`config.mk`:
```
export PLATFORM = sky130hd
export DESIGN_NAME = int_to_float_conv_flat
export DESIGN_NICKNAME = d
export VERILOG_FILES = /design/src/rtl/int_to_float_conv_if.sv /design/src/rtl/int_to_float_conv.sv /design/src/flat_wrapper.sv
export SDC_FILE = /design/constraint.sdc
export NUM_CORES = 1
export LEC_CHECK = 0
export ABC_CLOCK_PERIOD_IN_PS = 2000
export BUFFER_PORTS_ARGS = -buffer_cell sky130_fd_sc_hd__buf_4
export CAP_MARGIN = 20
export CELL_PAD_IN_SITES_DETAIL_PLACEMENT = 1
export CELL_PAD_IN_SITES_GLOBAL_PLACEMENT = 2
export CORE_MARGIN = 2
export CORE_UTILIZATION = 31
export DETAILED_ROUTE_END_ITERATION = 8
export PLACE_DENSITY = 0.77
export SLEW_MARGIN = 10
export SYNTH_ARGS = -nofsm -noshare
export SYNTH_HDL_FRONTEND = slang
export SYNTH_SLANG_ARGS = --single-unit
```
`constraint.sdc`:
```
create_clock -name clk -period 2 [get_ports clk]
set_clock_uncertainty 0.2 [all_clocks]
set_input_delay 0.4 -clock clk [delete_from_list [all_inputs] [get_ports clk]]
set_output_delay 0.4 -clock clk [all_outputs]
set_load 0.02 [all_outputs]
```
`src/rtl/int_to_float_conv_if.sv`:
```
// int_to_float_conv_if: start/done handshake bundle for the integer-to-float converter.
//   start   : request, sampled only while the converter is idle
//   sign_in : operand sign (1 = negative)
//   mag_in  : unsigned operand magnitude, DATA_W bits
//   busy    : conversion in progress
//   done    : one-cycle pulse, result valid in that cycle
//   result  : packed single-precision float {sign, exp[7:0], frac[22:0]}
// master modport is the requester side, slave modport is the converter side.
interface int_to_float_conv_if #(
  parameter int unsigned DATA_W = 32
);
  logic              start;
  logic              sign_in;
  logic [DATA_W-1:0] mag_in;
  logic              busy;
  logic              done;
  logic [31:0]       result;

  modport master (
    output start,
    output sign_in,
    output mag_in,
    input  busy,
    input  done,
    input  result
  );

  modport slave (
    input  start,
    input  sign_in,
    input  mag_in,
    output busy,
    output done,
    output result
  );
endinterface

```
`src/rtl/int_to_float_conv.sv`:
```
// int_to_float_conv: iterative sign-magnitude integer to IEEE-754 single-precision converter.
// Normalizes one bit per clock, then rounds and packs the float.
// Ports:
//   clk  : rising-edge clock
//   rst  : synchronous reset, active-high
//   conv : int_to_float_conv_if.slave (start, sign_in, mag_in, busy, done, result)
// Optional build macro ROUND_NEAREST_EN: round-to-nearest-even when defined,
// truncation when undefined.
module int_to_float_conv #(
  parameter int unsigned DATA_W = 32  // legal range 24..32
) (
  input logic                  clk,
  input logic                  rst,
  int_to_float_conv_if.slave   conv
);

  localparam int unsigned LzW = $clog2(DATA_W);
  // Exponent of an operand whose MSB already sits in the top bit.
  localparam logic [7:0] ExpTop = 8'(127 + DATA_W - 1);

  typedef enum logic [1:0] {StIdle, StNorm, StRound, StDone} state_e;

  state_e            r_state, w_state_next;
  logic              r_sign, w_sign_next;
  logic [DATA_W-1:0] r_mag, w_mag_next;
  logic [LzW-1:0]    r_lz, w_lz_next;
  logic [31:0]       r_result, w_result_next;

  logic [22:0] w_frac;
  logic [7:0]  w_exp;
  logic        w_round_up;
  logic [23:0] w_frac_sum;
  logic [7:0]  w_exp_rnd;

  // Normalized register: bit DATA_W-1 is the hidden one, the next 23 bits are the fraction.
  assign w_frac = r_mag[DATA_W-2 -: 23];
  assign w_exp  = ExpTop - 8'(r_lz);

`ifdef ROUND_NEAREST_EN
  logic w_guard, w_sticky;
  if (DATA_W >= 26) begin : g_gs_full
    assign w_guard  = r_mag[DATA_W-25];
    assign w_sticky = |r_mag[DATA_W-26:0];
  end else if (DATA_W == 25) begin : g_gs_guard
    assign w_guard  = r_mag[0];
    assign w_sticky = 1'b0;
  end else begin : g_gs_none
    assign w_guard  = 1'b0;
    assign w_sticky = 1'b0;
  end
  assign w_round_up = w_guard & (w_sticky | w_frac[0]);
`else
  assign w_round_up = 1'b0;
`endif

  // A carry out of the fraction leaves it all-zero and bumps the exponent.
  assign w_frac_sum = {1'b0, w_frac} + 24'(w_round_up);
  assign w_exp_rnd  = w_exp + 8'(w_frac_sum[23]);

  always_ff @(posedge clk) begin
    if (rst) begin
      r_state  <= StIdle;
      r_sign   <= 1'b0;
      r_mag    <= '0;
      r_lz     <= '0;
      r_result <= 32'h0;
    end else begin
      r_state  <= w_state_next;
      r_sign   <= w_sign_next;
      r_mag    <= w_mag_next;
      r_lz     <= w_lz_next;
      r_result <= w_result_next;
    end
  end

  always_comb begin
    w_state_next  = r_state;
    w_sign_next   = r_sign;
    w_mag_next    = r_mag;
    w_lz_next     = r_lz;
    w_result_next = r_result;
    unique case (r_state)
      StIdle: begin
        if (conv.start) begin
          w_sign_next = conv.sign_in;
          w_mag_next  = conv.mag_in;
          w_lz_next   = '0;
          if (conv.mag_in == '0) begin
            // Zero always packs as +0 regardless of sign.
            w_result_next = 32'h0;
            w_state_next  = StDone;
          end else begin
            w_state_next = StNorm;
          end
        end
      end
      StNorm: begin
        if (!r_mag[DATA_W-1]) begin
          w_mag_next = {r_mag[DATA_W-2:0], 1'b0};
          w_lz_next  = r_lz + LzW'(1);
        end else begin
          w_state_next = StRound;
        end
      end
      StRound: begin
        w_result_next = {r_sign, w_exp_rnd, w_frac_sum[22:0]};
        w_state_next  = StDone;
      end
      StDone: begin
        // Any start seen here is dropped; acceptance resumes next cycle.
        w_state_next = StIdle;
      end
      default: w_state_next = StIdle;
    endcase
  end

  assign conv.busy   = (r_state == StNorm) || (r_state == StRound);
  assign conv.done   = (r_state == StDone);
  assign conv.result = r_result;

endmodule
```
`src/flat_wrapper.sv`:
```
// flat-port wrapper written by rule: the top's interface ports become plain ports
module int_to_float_conv_flat 
#(
  parameter int unsigned DATA_W = 32                       
)
  (clk, rst, conv_start, conv_sign_in, conv_mag_in, conv_busy, conv_done, conv_result);
  int_to_float_conv_if #(.DATA_W(DATA_W)) conv_i ();
  input logic clk;
  input logic rst;
  input wire logic [$bits(conv_i.start)-1:0] conv_start;
  input wire logic [$bits(conv_i.sign_in)-1:0] conv_sign_in;
  input wire logic [$bits(conv_i.mag_in)-1:0] conv_mag_in;
  output wire logic [$bits(conv_i.busy)-1:0] conv_busy;
  output wire logic [$bits(conv_i.done)-1:0] conv_done;
  output wire logic [$bits(conv_i.result)-1:0] conv_result;
  assign conv_i.start = conv_start;
  assign conv_i.sign_in = conv_sign_in;
  assign conv_i.mag_in = conv_mag_in;
  assign conv_busy = conv_i.busy;
  assign conv_done = conv_i.done;
  assign conv_result = conv_i.result;
  int_to_float_conv #(.DATA_W(DATA_W)) u_core (.clk(clk), .rst(rst), .conv(conv_i));
endmodule
```
==> results.md, run 1 <==
Floorplanning:
- Pin placement for this block handled 70 I/O pins.
- The die width is 112 µm.
- The total number of placement rows is 39.
- The floorplan step defined a core boundary enclosing 0.0114 mm².
- The initial utilization of the core area, before any placement, comes to 0.316.
- The floorplan step defined a die boundary enclosing around 0.013 mm².
- Measured along the y axis, the die boundary spans 112 µm.

Clock network:
- Clock tree synthesis selected as its root buffer the cell sky130_fd_sc_hd__clkbuf_16.
- The total setup buffers inserted after CTS is 0.
- The total clock sinks is 72.
- The number of buffers created by CTS is 9.
- The post-cts hold buffer count is 0.
- The clock reaches the later pin of the worst-skew pair after approximately 0.33 ns.
- The clock transition at the registers of the reported paths is 0.06 ns.
- Counting along the longest clock path gives a buffer depth of 2.
- The CTS tree is built.
- The H-tree generated during clock tree synthesis spans 3 levels.

Place:
- The last weighted congestion value of the routability-driven placer is between 0.7 and 0.8.
- The total of buffers placed on input and output ports is 69.
- The estimated wirelength of the detail-placed design is about 8200 µm.
- The post-place instance area is 0.00467 mm².
- In this run, placement finished with an instance count of between 600 and 700.

Synthesis:
- By area, the combinational part of the netlist is dominated by compound AO/OA/AOI/OAI gates.
- The sequential share of the synthesized area is 0.399.
- The number of distinct library cells after synthesis is 36.
- The share of synthesized area spent on multiplexers is 0.00589.
- The number of nets in the synthesized netlist is 423.
- The share of synthesized cell area in and, or, nand and nor gates is 0.136.
- Averaged over all synthesized cells, the footprint is between 9 and 10 µm².
- The count of flip-flops with a built-in enable after synthesis is 0.
- Of the post-synthesis cell area, the dominant cell type holds 0.399.
- The number of cells produced by synthesis is 380.
- The count of warnings emitted by yosys is 0.
- The most common cell in the netlist is sky130_fd_sc_hd__dfxtp_1.
- Of the total synthesized cell area, the portion taken by full adders, half adders and majority gates is 0.0242.
- Of the total synthesized cell area, the portion taken by XOR and XNOR cells is 0.0121.
- The share of flip-flops with an asynchronous set or reset after synthesis is 0.
- The synthesized design spends more area on one cell type than any other, namely sky130_fd_sc_hd__dfxtp_1.
- The commonest cells after synthesis are 72 x sky130_fd_sc_hd__dfxtp_1, 38 x sky130_fd_sc_hd__nor2_1, 35 x sky130_fd_sc_hd__nand2_1, 34 x sky130_fd_sc_hd__a22oi_1, 33 x sky130_fd_sc_hd__clkbuf_1.
- The combined area of all synthesized cells is about 0.0036 mm².
- The synthesized design contains 72 register bits.
- The dominant register cell in the synthesized netlist is sky130_fd_sc_hd__dfxtp_1.
- The share of the synthesized area in compound gates (AO/OA/AOI/OAI) came to 0.365.
- After synthesis, the cell types taking the most area are sky130_fd_sc_hd__dfxtp_1 40%, sky130_fd_sc_hd__o221ai_2 12%, sky130_fd_sc_hd__a222oi_1 8.0%.

Timing:
- The slew at the pin closest to its max-slew limit is 0.391 ns.
- The fmax is ~520 MHz.
- The final count of hold timing violations is 0.
- The number of failing setup endpoints in the final timing report is 0.
- The shortest clock period the worst path allows after layout is 1.92 ns.
- The share of the cycle needed by the critical path after routing is 0.959.
- The number of pins with negative max-slew slack in the final report is 0.
- The tightest hold margin is ~0.14 ns.
- The worst relative slew slack is 0.739.

Critical path:
- The worst register-to-register path ends at u_core.conv.result[29].
- The cell seen most often among critical-path stages is sky130_fd_sc_hd__buf_4.
- The reg-to-reg critical path startpoint is u_core.r_state[0].
- The flop-to-flop setup slack is 0.08 ns.
- The required time of the critical path is 2.05 ns.
- The largest individual stage delay along the critical path comes from the cell sky130_fd_sc_hd__or2_2.
- The maximum fanout along the worst path is 7.
- The maximum cell stage delay along the critical path is 0.41 ns.
- The critical path is of the in2reg type.
- The data arrival time at the worst-slack endpoint is around 2 ns.
- The buffers plus inverters on the worst setup path is 3.
- STA classifies the critical path endpoint as a flip-flop.
- The critical path goes through buf_4 > nor4_2 > buf_4 > nand4_1 > or2_2 > buf_4 > o221ai_2.
- Measured in cells, the most critical reg-to-reg path has a length of 7.
- The startpoint class of the critical path is an input pin.
- On the critical path the largest part of the delay comes from simple AND/OR/NAND/NOR gates.
- The critical path crosses 7 cells after its start point.

Cells and area:
- The area occupied by multi-input gates is 0.00205 mm².
- The cell area after layout is 0.00505 mm².
- Across the whole layout, storage elements account for between 0.001 and 0.0015 mm².
- The number of antenna diodes in the final layout is 0.
- The area growth from synthesis to layout is 39.9%.
- The share of cells above drive strength 1 is 0.388.
- The net count of the finished layout is 517.
- After filler insertion, the fill cell instance count of the layout stands at 1315.
- The final non-filler cell total is about 620.

Run:
- The max-cap violation count is 0.

Drt:
- In the final routed layout, each cell accounts on average for 19.8 µm.
- In the routed layout, each cell is associated on average with a via count of 5.92.
- The detail route stage leaves a number of antenna-violating nets equal to 0.
- The sum of routed wire length over all layers is roughly 12000 µm.
- For this run, design rule violations remaining after detail routing come to 0.
- The detailed router's first-iteration violation count is 253.
- The number of vias after detailed routing is about 3700.
- The detailed-router iteration count before antenna repair is 8.

GRT:
- The initial antenna violation count came to 0.
- Entering global routing, the biggest net connects 34 pins.
- The first-pass GRT wire length is about 20000 µm.
- The total grt overflow is 0.
- The number of global-route vias before repair came to 3718.
- The overall track demand over capacity in global routing is 0.197.

Power:
- In this run the power density over the cells is 1170 mW/mm².
- IR analysis of the VDD net gives a maximum drop of roughly 0.00044 V.
- The leakage component of the power is 0.00183 µW.

Hold path:
- The tightest min-delay check is of the in2reg type.
- For hold timing, the worst endpoint is u_core.r_mag[0].
- The critical hold path startpoint is conv_mag_in[0].
- The worst hold path cell count is 3.

Run status:
- The run finished with clean final reports.
==> where the power goes <==
group	switching, µW	internal, µW
Combinational	1200	1040
Sequential	305	1720
Clock	607	1040
Total	2110	3800
==> placed cells by master (no fill, tap or decap), drive strengths merged <==
cell type | Yosys | layout
a311o | 1 | 1
o21ai | 2 | 2
o221a | 1 | 1
nand3 | 5 | 5
and3 | 2 | 2
inv | 7 | 7
a222oi | 29 | 29
nand2b | 2 | 2
or2 | 1 | 1
or4 | 1 | 1
mux2 | 1 | 1
nand2 | 35 | 35
clkbuf | 33 | 14
ha | 7 | 7
nor2b | 3 | 3
dfxtp | 72 | 72
a211oi | 1 | 1
nor2 | 38 | 38
nor4 | 8 | 8
o221ai | 31 | 31
o211ai | 31 | 31
nand4 | 3 | 3
mux2i | 1 | 1
bufinv | 0 | 1
and2 | 2 | 2
a21oi | 5 | 5
a22oi | 34 | 34
nor4b | 1 | 1
buf | 8 | 124
nor3 | 6 | 6
xor2 | 4 | 4
nor3b | 2 | 2
clkinvlp | 0 | 1
xnor2 | 1 | 1
a311oi | 2 | 2
==> tightest hold or removal path, cell delays in order <==
cell and delay (ns):
sky130_fd_sc_hd__buf_4 0.08, sky130_fd_sc_hd__a22oi_1 0.05, sky130_fd_sc_hd__nor2_1 0.09
==> per-layer routing <==
metal  GRT usage  wire length, µm  vias to the layer above
met1       0.265             5540                     1877
met2       0.330             6150                       84
met3      0.0289              504                       12
met4      0.0602              135                        0
met5           0                0                        -
li1            -                -                     1707
==> registers in the layout, summed over array words and instances, names as in the netlist <==
register / count
u_core.conv.result: 32
u_core.r_mag: 32
u_core.r_lz: 5
u_core.r_state: 2
u_core.r_sign: 1
==> repair_timing <==
item | CTS | global route
endpoints found under the setup margin | 54 | 61
resized for setup | 6 | 11
pin swaps | 1 | 2
==> metrics by stage <==
| stage | worst slack (ns) | total power [µW] | util | TNS, ns |
|---|---|---|---|---|
| 6_report | 0.0827 | 5910 | 0.443 | 0 |
| 5_1_grt | -0.0248 | 6220 | 0.443 | -0.0765 |
| 3_3_place_gp | -0.332 | 4070 | 0.409 | -9.50 |
| 3_5_place_dp | -0.346 | 4150 | 0.409 | -10.67 |
| 2_1_floorplan | 0.00249 | 3140 | - | 0 |
| 4_1_cts | 0.00272 | 5850 | 0.438 | 0 |
==> cells by family after synthesis <==
logic type | Yosys count
buf+inv | 48
fa+ha+maj | 7
compound gates | 137
simple gates | 109
mux | 2
xor+xnor | 5
flops | 72
==> final cells by class <==
cell class,instances,share of cell area
Tap cell,143,0.0354
Clock inverter,2,0.00743
Sequential cell,72,0.285
Timing Repair Buffer,124,0.208
Multi-Input combinational cell,260,0.407
Clock buffer,14,0.0522
Inverter,7,0.00520
==> worst max-delay path by stage <==
stage,startpoint,end
floorplan,u_core.r_state[1],u_core.r_mag[10]
global placement,conv_mag_in[6],u_core.r_state[1]
detailed placement,conv_mag_in[6],u_core.conv.result[24]
CTS,u_core.r_state[1],u_core.r_lz[0]
global route,conv_mag_in[9],u_core.conv.result[4]
finish,conv_mag_in[6],u_core.conv.result[4]
Power figures use the tool's default switching activity.
==> run 2: changes to the inputs <==
Settings changed: CORE_UTILIZATION 31 to 32, CTS_BUF_LIST from default to sky130_fd_sc_hd__clkbuf_8, PLACE_DENSITY 0.77 to 0.79.
==> results.md, run 2 (synthesized netlist as in run 1, its figures left out) <==
Run status:
- Result of the run: finished clean (unchanged).

Drt:
- The number of vias after detailed routing is 3684 (was 3680).
- The average vias per placed instance is 5.93 (was 5.92).
- The detailed-router iteration count before antenna repair came to 5 (was 8).
- The number of design rule violations left after detail routing was 0 (unchanged).
- The average wire length per cell after detail routing is 20.4 µm (was 19.8 µm).
- The number of nets with antenna violations after detailed routing is 0 (unchanged).
- The detailed router's first-iteration violation count came to 308 (was 253).
- The sum of routed wire length over all layers came to 12700 µm (was 12300 µm).

Floorplanning:
- The effective utilization at floorplan is 0.330 (was 0.316).
- The total number of placement rows is 38 (was 39).
- The top-level I/O count was 70 (unchanged).
- The die outline area was 0.0122 mm² (was 0.0125 mm²).
- The die width is 110 µm (was 112 µm).
- The die span in y came to 110 µm (was 112 µm).
- The floorplan core area is 0.0109 mm² (was 0.0114 mm²).

Clock network:
- The CTS tree is built (unchanged).
- The total clock sinks is 72 (unchanged).
- The number of H-tree levels was 3 (unchanged).
- The maximum buffer depth of the clock tree was 2 (unchanged).
- The clock transition at the registers of the reported paths was 0.08 ns (was 0.06 ns).
- The number of buffers created by CTS is 9 (unchanged).
- The clock network latency to the later pin of the worst-skew pair is 0.37 ns (was 0.33 ns).
- The root buffer cell is sky130_fd_sc_hd__clkbuf_8 (was sky130_fd_sc_hd__clkbuf_16).
- The post-cts hold buffer count is 0 (unchanged).

GRT:
- The number of global-route vias before repair is 3745 (was 3718).
- The initial antenna violation count is 0 (unchanged).
- The first-pass GRT wire length is 19600 µm (was 20000 µm).
- The overall track demand over capacity in global routing is 0.212 (was 0.197).
- The total grt overflow is 0 (unchanged).
- The pin count of the biggest net entering global routing is 34 (unchanged).

Critical path:
- Critical path cell sequence: inv_2 > ha_4 > buf_4 > nand2_4 > nor3b_4 > buf_4 > buf_6 > nand2_1 > o221ai_2 (was buf_4 > nor4_2 > buf_4 > nand4_1 > or2_2 > buf_4 > o221ai_2).
- The data arrival time at the worst-slack endpoint is 2.00 ns (was 1.97 ns).
- The family with the most delay on the worst path is buffers and inverters (was simple AND/OR/NAND/NOR gates).
- The startpoint class of the critical path is a flip-flop (was input pin).
- The required time of the critical path is 2.10 ns (was 2.05 ns).
- The classification of the worst setup path is reg2reg (was in2reg).
- The type of destination of the critical path is a flip-flop (unchanged).
- The cell with the biggest individual delay on the critical path was sky130_fd_sc_hd__dfxtp_2 (was sky130_fd_sc_hd__or2_2).
- The maximum cell stage delay along the critical path is 0.33 ns (was 0.41 ns).
- The maximum fanout along the worst path is 13 (was 7).
- The cell seen most often among critical-path stages was sky130_fd_sc_hd__buf_4 (unchanged).
- The buffers plus inverters on the worst setup path is 4 (was 3).

Power:
- The total power consumption of the routed design is 5720 µW (was 5910 µW).
- The leakage component of the power is 0.00182 µW (was 0.00183 µW).
- The peak supply drop is 0.000449 V (was 0.000436 V).
- The power density of the placed cells is 1150 mW/mm² (was 1170 mW/mm²).

Hold path:
- The classification of the worst-slack hold path is in2reg (unchanged).

Timing:
- The share of the cycle needed by the critical path after routing is 0.954 (was 0.959).
- The shortest clock period the worst path allows after layout is 1.91 ns (was 1.92 ns).
- The fmax is 524 MHz (was 522 MHz).
- The worst relative slew slack is 0.701 (was 0.739).
- The final count of hold timing violations came to 0 (unchanged).
- The number of pins with negative max-slew slack in the final report was 0 (unchanged).
- The slew at the pin closest to its max-slew limit is 0.444 ns (was 0.391 ns).
- The number of failing setup endpoints in the final timing report is 0 (unchanged).
- Setup repair after global routing left no endpoint under its margin.

Cells and area:
- The number of diodes added for antenna fixing is 0 (unchanged).
- The post-route core utilization came to 0.454 (was 0.443).
- The share of cells above drive strength 1 is 0.393 (was 0.388).
- Highest-count cells in the layout ignoring fill and taps: 117 x sky130_fd_sc_hd__buf_4, 71 x sky130_fd_sc_hd__dfxtp_1, 35 x sky130_fd_sc_hd__nor2_1 (was 113 x sky130_fd_sc_hd__buf_4, 72 x sky130_fd_sc_hd__dfxtp_1, 35 x sky130_fd_sc_hd__nor2_1).
- The number of nets in the final layout is 519 (was 517).
- The most common cell after layout, fill and taps aside is sky130_fd_sc_hd__buf_4 (unchanged).
- The layout overhead on the synthesized area is 37.4% (was 39.9%).

Place:
- The total of buffers placed on input and output ports was 69 (unchanged).
- The estimated wirelength of the detail-placed design is 8440 µm (was 8250 µm).
- The last weighted congestion value of the routability-driven placer is 0.805 (was 0.795).

Run:
- The max-cap violation count is 0 (unchanged).
run 2: per-stage QoR:
step | area [µm²] | setup TNS, ns | instances | worst slack (ns) | hold WS, ns
floorplan | 3610 | 0 | 380 | 0.00249 | 0.250
global placement | 4610 | -6.96 | 602 | -0.223 | 0.277
detailed placement | 4610 | -8.76 | 602 | -0.291 | 0.290
CTS | 4870 | 0 | 618 | 0.00226 | 0.0772
global route | 4960 | 0 | 621 | 0.00694 | 0.100
finish | 4960 | 0 | 621 | 0.0915 | 0.0810
run 2: report_power, final:
part	leakage (µW)	switching (µW)	total, µW	internal [µW]
Clock	0.000128	612	1470	859
Sequential	0.000586	295	2020	1720
Combinational	0.00111	1230	2230	1000
run 2: final timing paths:
kind	from	slack (ns)	cells after the start	end
setup reg to reg	u_core.r_state[0]	0.09	9	u_core.conv.result[0]
setup / recovery	u_core.r_state[0]	0.09	9	u_core.conv.result[0]
hold reg to reg	u_core.r_mag[6]	0.31	2	u_core.r_mag[7]
hold / removal	conv_mag_in[0]	0.08	3	u_core.r_mag[0]
run 2: area by class of cell:
cell class	instances	area (µm²)
tap	140	175
sequential	72	1440
inverter	7	26.3
clock inverter	6	108
clock buffer	10	138
multi-input combinational	260	2040
fill	1268	5970
timing repair buffer	126	1030
run 2: layer usage:
layer,part of all wire,vias up,global-route usage
met5,0,-,0
met4,0.019,0,0.0821
met3,0.042,17,0.0376
met2,0.49,95,0.357
met1,0.44,1868,0.268
li1,-,1704,-
run 2: worst register-to-register path: cells and delay by family, from the launching register on:
kind            cells  cell delay [ns]
compound gates      1             0.16
flops               1             0.33
fa+ha+maj           1             0.16
buf+inv             4             0.61
simple gates        3             0.38
run 2: repair_timing:
action,in CTS,in global routing
buffers inserted,0,1
setup endpoints to repair,22,61
resized for setup,3,16
cloned,0,2
pin swaps,0,2
==> run 3: changes to the inputs <==
==> constraint.sdc (replaced) <==
create_clock -name clk -period 2 [get_ports clk]
set_clock_uncertainty 0.2 [all_clocks]
set_input_delay 0 -clock clk [delete_from_list [all_inputs] [get_ports clk]]
set_output_delay 0 -clock clk [all_outputs]
set_load 0.02 [all_outputs]
==> results.md, run 3 (synthesized netlist as in run 1, its figures left out) <==
Run status:
- Result of the run: finished clean (unchanged).

Cells and area:
- The cell area after layout is 0.00507 mm² (was 0.00496 mm²).
- The number of diodes added for antenna fixing was 0 (unchanged).
- The share of cells above drive strength 1 is 0.331 (was 0.393).
- The number of filler instances in the final layout is 1252 (was 1268).
- The layout overhead on the synthesized area is 40.3% (was 37.4%).
- Highest-count cells in the layout ignoring fill and taps: 90 x sky130_fd_sc_hd__buf_4, 72 x sky130_fd_sc_hd__dfxtp_1, 36 x sky130_fd_sc_hd__dlygate4sd3_1 (was 117 x sky130_fd_sc_hd__buf_4, 71 x sky130_fd_sc_hd__dfxtp_1, 35 x sky130_fd_sc_hd__nor2_1).
- The number of nets in the final layout came to 528 (was 519).
- The most common cell after layout, fill and taps aside is sky130_fd_sc_hd__buf_4 (unchanged).

Power:
- The peak supply drop was 0.000423 V (was 0.000449 V).
- The leakage component of the power is 0.00179 µW (was 0.00182 µW).
- The power density of the placed cells is 1050 mW/mm² (was 1150 mW/mm²).
- The total power consumption of the routed design is 5340 µW (was 5720 µW).

Timing:
- The final count of hold timing violations is 0 (unchanged).
- The summed negative setup slack over all endpoints is 0 ns (unchanged).
- The slew at the pin closest to its max-slew limit came to 0.433 ns (was 0.444 ns).
- The number of pins with negative max-slew slack in the final report is 0 (unchanged).
- The number of failing setup endpoints in the final timing report is 0 (unchanged).
- The fmax came to 519 MHz (was 524 MHz).
- The share of the cycle needed by the critical path after routing is 0.963 (was 0.954).
- Setup repair after global routing missed its margin: yes (was no).
- The shortest clock period the worst path allows after layout was 1.93 ns (was 1.91 ns).
- The worst relative slew slack was 0.711 (was 0.701).

Critical path:
- The depth of the worst register-to-register path is 8 (was 9).
- The required time of the critical path is 2.07 ns (was 2.10 ns).
- The type of destination of the critical path was a flip-flop (unchanged).
- The flop-to-flop setup slack is 0.07 ns (was 0.09 ns).
- The capture point of the worst reg-to-reg path is u_core.conv.result[6] (was u_core.conv.result[0]).
- The reg-to-reg critical path startpoint is u_core.r_state[0] (unchanged).
- The startpoint class of the critical path is a flip-flop (unchanged).
- The data arrival time at the worst-slack endpoint is 2.00 ns (about the same).
- The maximum fanout along the worst path came to 12 (was 13).
- The classification of the worst setup path is reg2reg (unchanged).

Floorplanning:
- The floorplan core area is 0.0109 mm² (unchanged).
- The die span in y is 110 µm (unchanged).
- The effective utilization at floorplan is 0.330 (unchanged).
- The die width was 110 µm (unchanged).
- The die outline area is 0.0122 mm² (unchanged).
- The top-level I/O count came to 70 (unchanged).
- The total number of placement rows is 38 (unchanged).

Run:
- The max-cap violation count is 0 (unchanged).

Clock network:
- The clock transition at the registers of the reported paths came to 0.08 ns (about the same).
- The total clock sinks is 72 (unchanged).
- The clock network latency to the later pin of the worst-skew pair is 0.36 ns (was 0.37 ns).
- The number of H-tree levels is 3 (unchanged).
- The maximum buffer depth of the clock tree is 2 (unchanged).
- The number of buffers created by CTS came to 9 (unchanged).
- The CTS tree was built (unchanged).
- The root buffer cell is sky130_fd_sc_hd__clkbuf_8 (unchanged).

GRT:
- The total grt overflow was 0 (unchanged).
- The first-pass GRT wire length is 20700 µm (was 19600 µm).
- The overall track demand over capacity in global routing is 0.220 (was 0.212).
- The number of global-route vias before repair came to 3989 (was 3745).
- The pin count of the biggest net entering global routing is 34 (unchanged).
- The initial antenna violation count is 0 (unchanged).

Hold path:
- The worst hold path cell count came to 5 (was 3).
- The critical hold path startpoint is conv_mag_in[24] (was conv_mag_in[0]).
- The classification of the worst-slack hold path is in2reg (unchanged).
- The terminating pin of the worst hold path is u_core.conv.result[31] (was u_core.r_mag[0]).

Place:
- The post-place instance area came to 0.00442 mm² (was 0.00461 mm²).
- The last weighted congestion value of the routability-driven placer is 0.778 (was 0.805).
- The estimated wirelength of the detail-placed design is 8290 µm (was 8440 µm).
- The total of buffers placed on input and output ports came to 69 (unchanged).

Drt:
- The number of design rule violations left after detail routing was 0 (unchanged).
- The average wire length per cell after detail routing is 20.2 µm (was 20.4 µm).
- The number of nets with antenna violations after detailed routing is 0 (unchanged).
- The detailed router's first-iteration violation count is 312 (was 308).
- The number of vias after detailed routing is 3743 (was 3684).
- The detailed-router iteration count before antenna repair is 5 (unchanged).
- The sum of routed wire length over all layers is 12700 µm (about the same).
- The average vias per placed instance came to 5.94 (was 5.93).
-- run 3: metal layers --
layer / vias to the layer above / global-route usage / part of all wire
met2: 100 / 0.407 / 0.52
met1: 1898 / 0.261 / 0.42
li1: 1728 / - / -
met3: 17 / 0.0323 / 0.044
met4: 0 / 0.0714 / 0.016
met5: - / 0 / 0
-- run 3: worst max path at each step --
stage | startpoint | to | slack [ns] | cells past startpoint
floorplan | u_core.r_state[1] | u_core.r_mag[10] | 0.002 | 8
finish | u_core.r_state[0] | u_core.conv.result[6] | 0.07 | 8
CTS | u_core.r_state[1] | u_core.conv.result[24] | -0.0006 | 6
global placement | u_core.r_state[1] | u_core.conv.result[9] | 0.07 | 8
detailed placement | u_core.r_state[0] | u_core.r_mag[14] | -0.04 | 7
global route | conv_mag_in[20] | u_core.conv.result[24] | -0.02 | 7
-- run 3: what timing repair did --
action | in CTS | in global routing
buffers inserted | 0 | 1
pin swaps | 0 | 3
hold buffers | 36 | 0
hold endpoints to repair | 45 | 0
endpoints found under the setup margin | 20 | 63
resized for setup | 1 | 15
-- run 3: cell type report --
| type | count | area, µm² | share of cell area |
|---|---|---|---|
| multi-input combinational | 260 | 2040 | 0.402 |
| clock buffer | 10 | 138 | 0.0272 |
| inverter | 7 | 26.3 | 0.00519 |
| timing repair buffer | 135 | 1180 | 0.233 |
| sequential | 72 | 1440 | 0.284 |
| tap | 140 | 175 | 0.0346 |
| clock inverter | 6 | 67.6 | 0.0133 |
-- run 3: stage by stage --
stage	std cells	hold slack, ns	setup WS, ns	utilization
floorplan	380	-0.0525	0.00249	-
global placement	577	0.0580	0.0660	0.404
detailed placement	577	0.0754	-0.0379	0.404
CTS	629	0.0629	-0.000591	0.456
global route	630	0.0875	-0.0198	0.463
finish	630	0.0491	0.0743	0.463
-- run 3: worst max-delay path, cell delays in order (launching register included) --
cell	delay [ns]
sky130_fd_sc_hd__dfxtp_1	0.32
sky130_fd_sc_hd__inv_1	0.15
sky130_fd_sc_hd__ha_4	0.22
sky130_fd_sc_hd__nand2_1	0.16
sky130_fd_sc_hd__nor3b_2	0.20
sky130_fd_sc_hd__buf_4	0.15
sky130_fd_sc_hd__buf_4	0.19
sky130_fd_sc_hd__nand2_1	0.10
sky130_fd_sc_hd__o221ai_2	0.17
-- run 3: where the power goes --
part	total, µW	switching (µW)	internal [µW]
registers	2010	291	1720
clock network	1220	604	615
logic	2110	1150	960
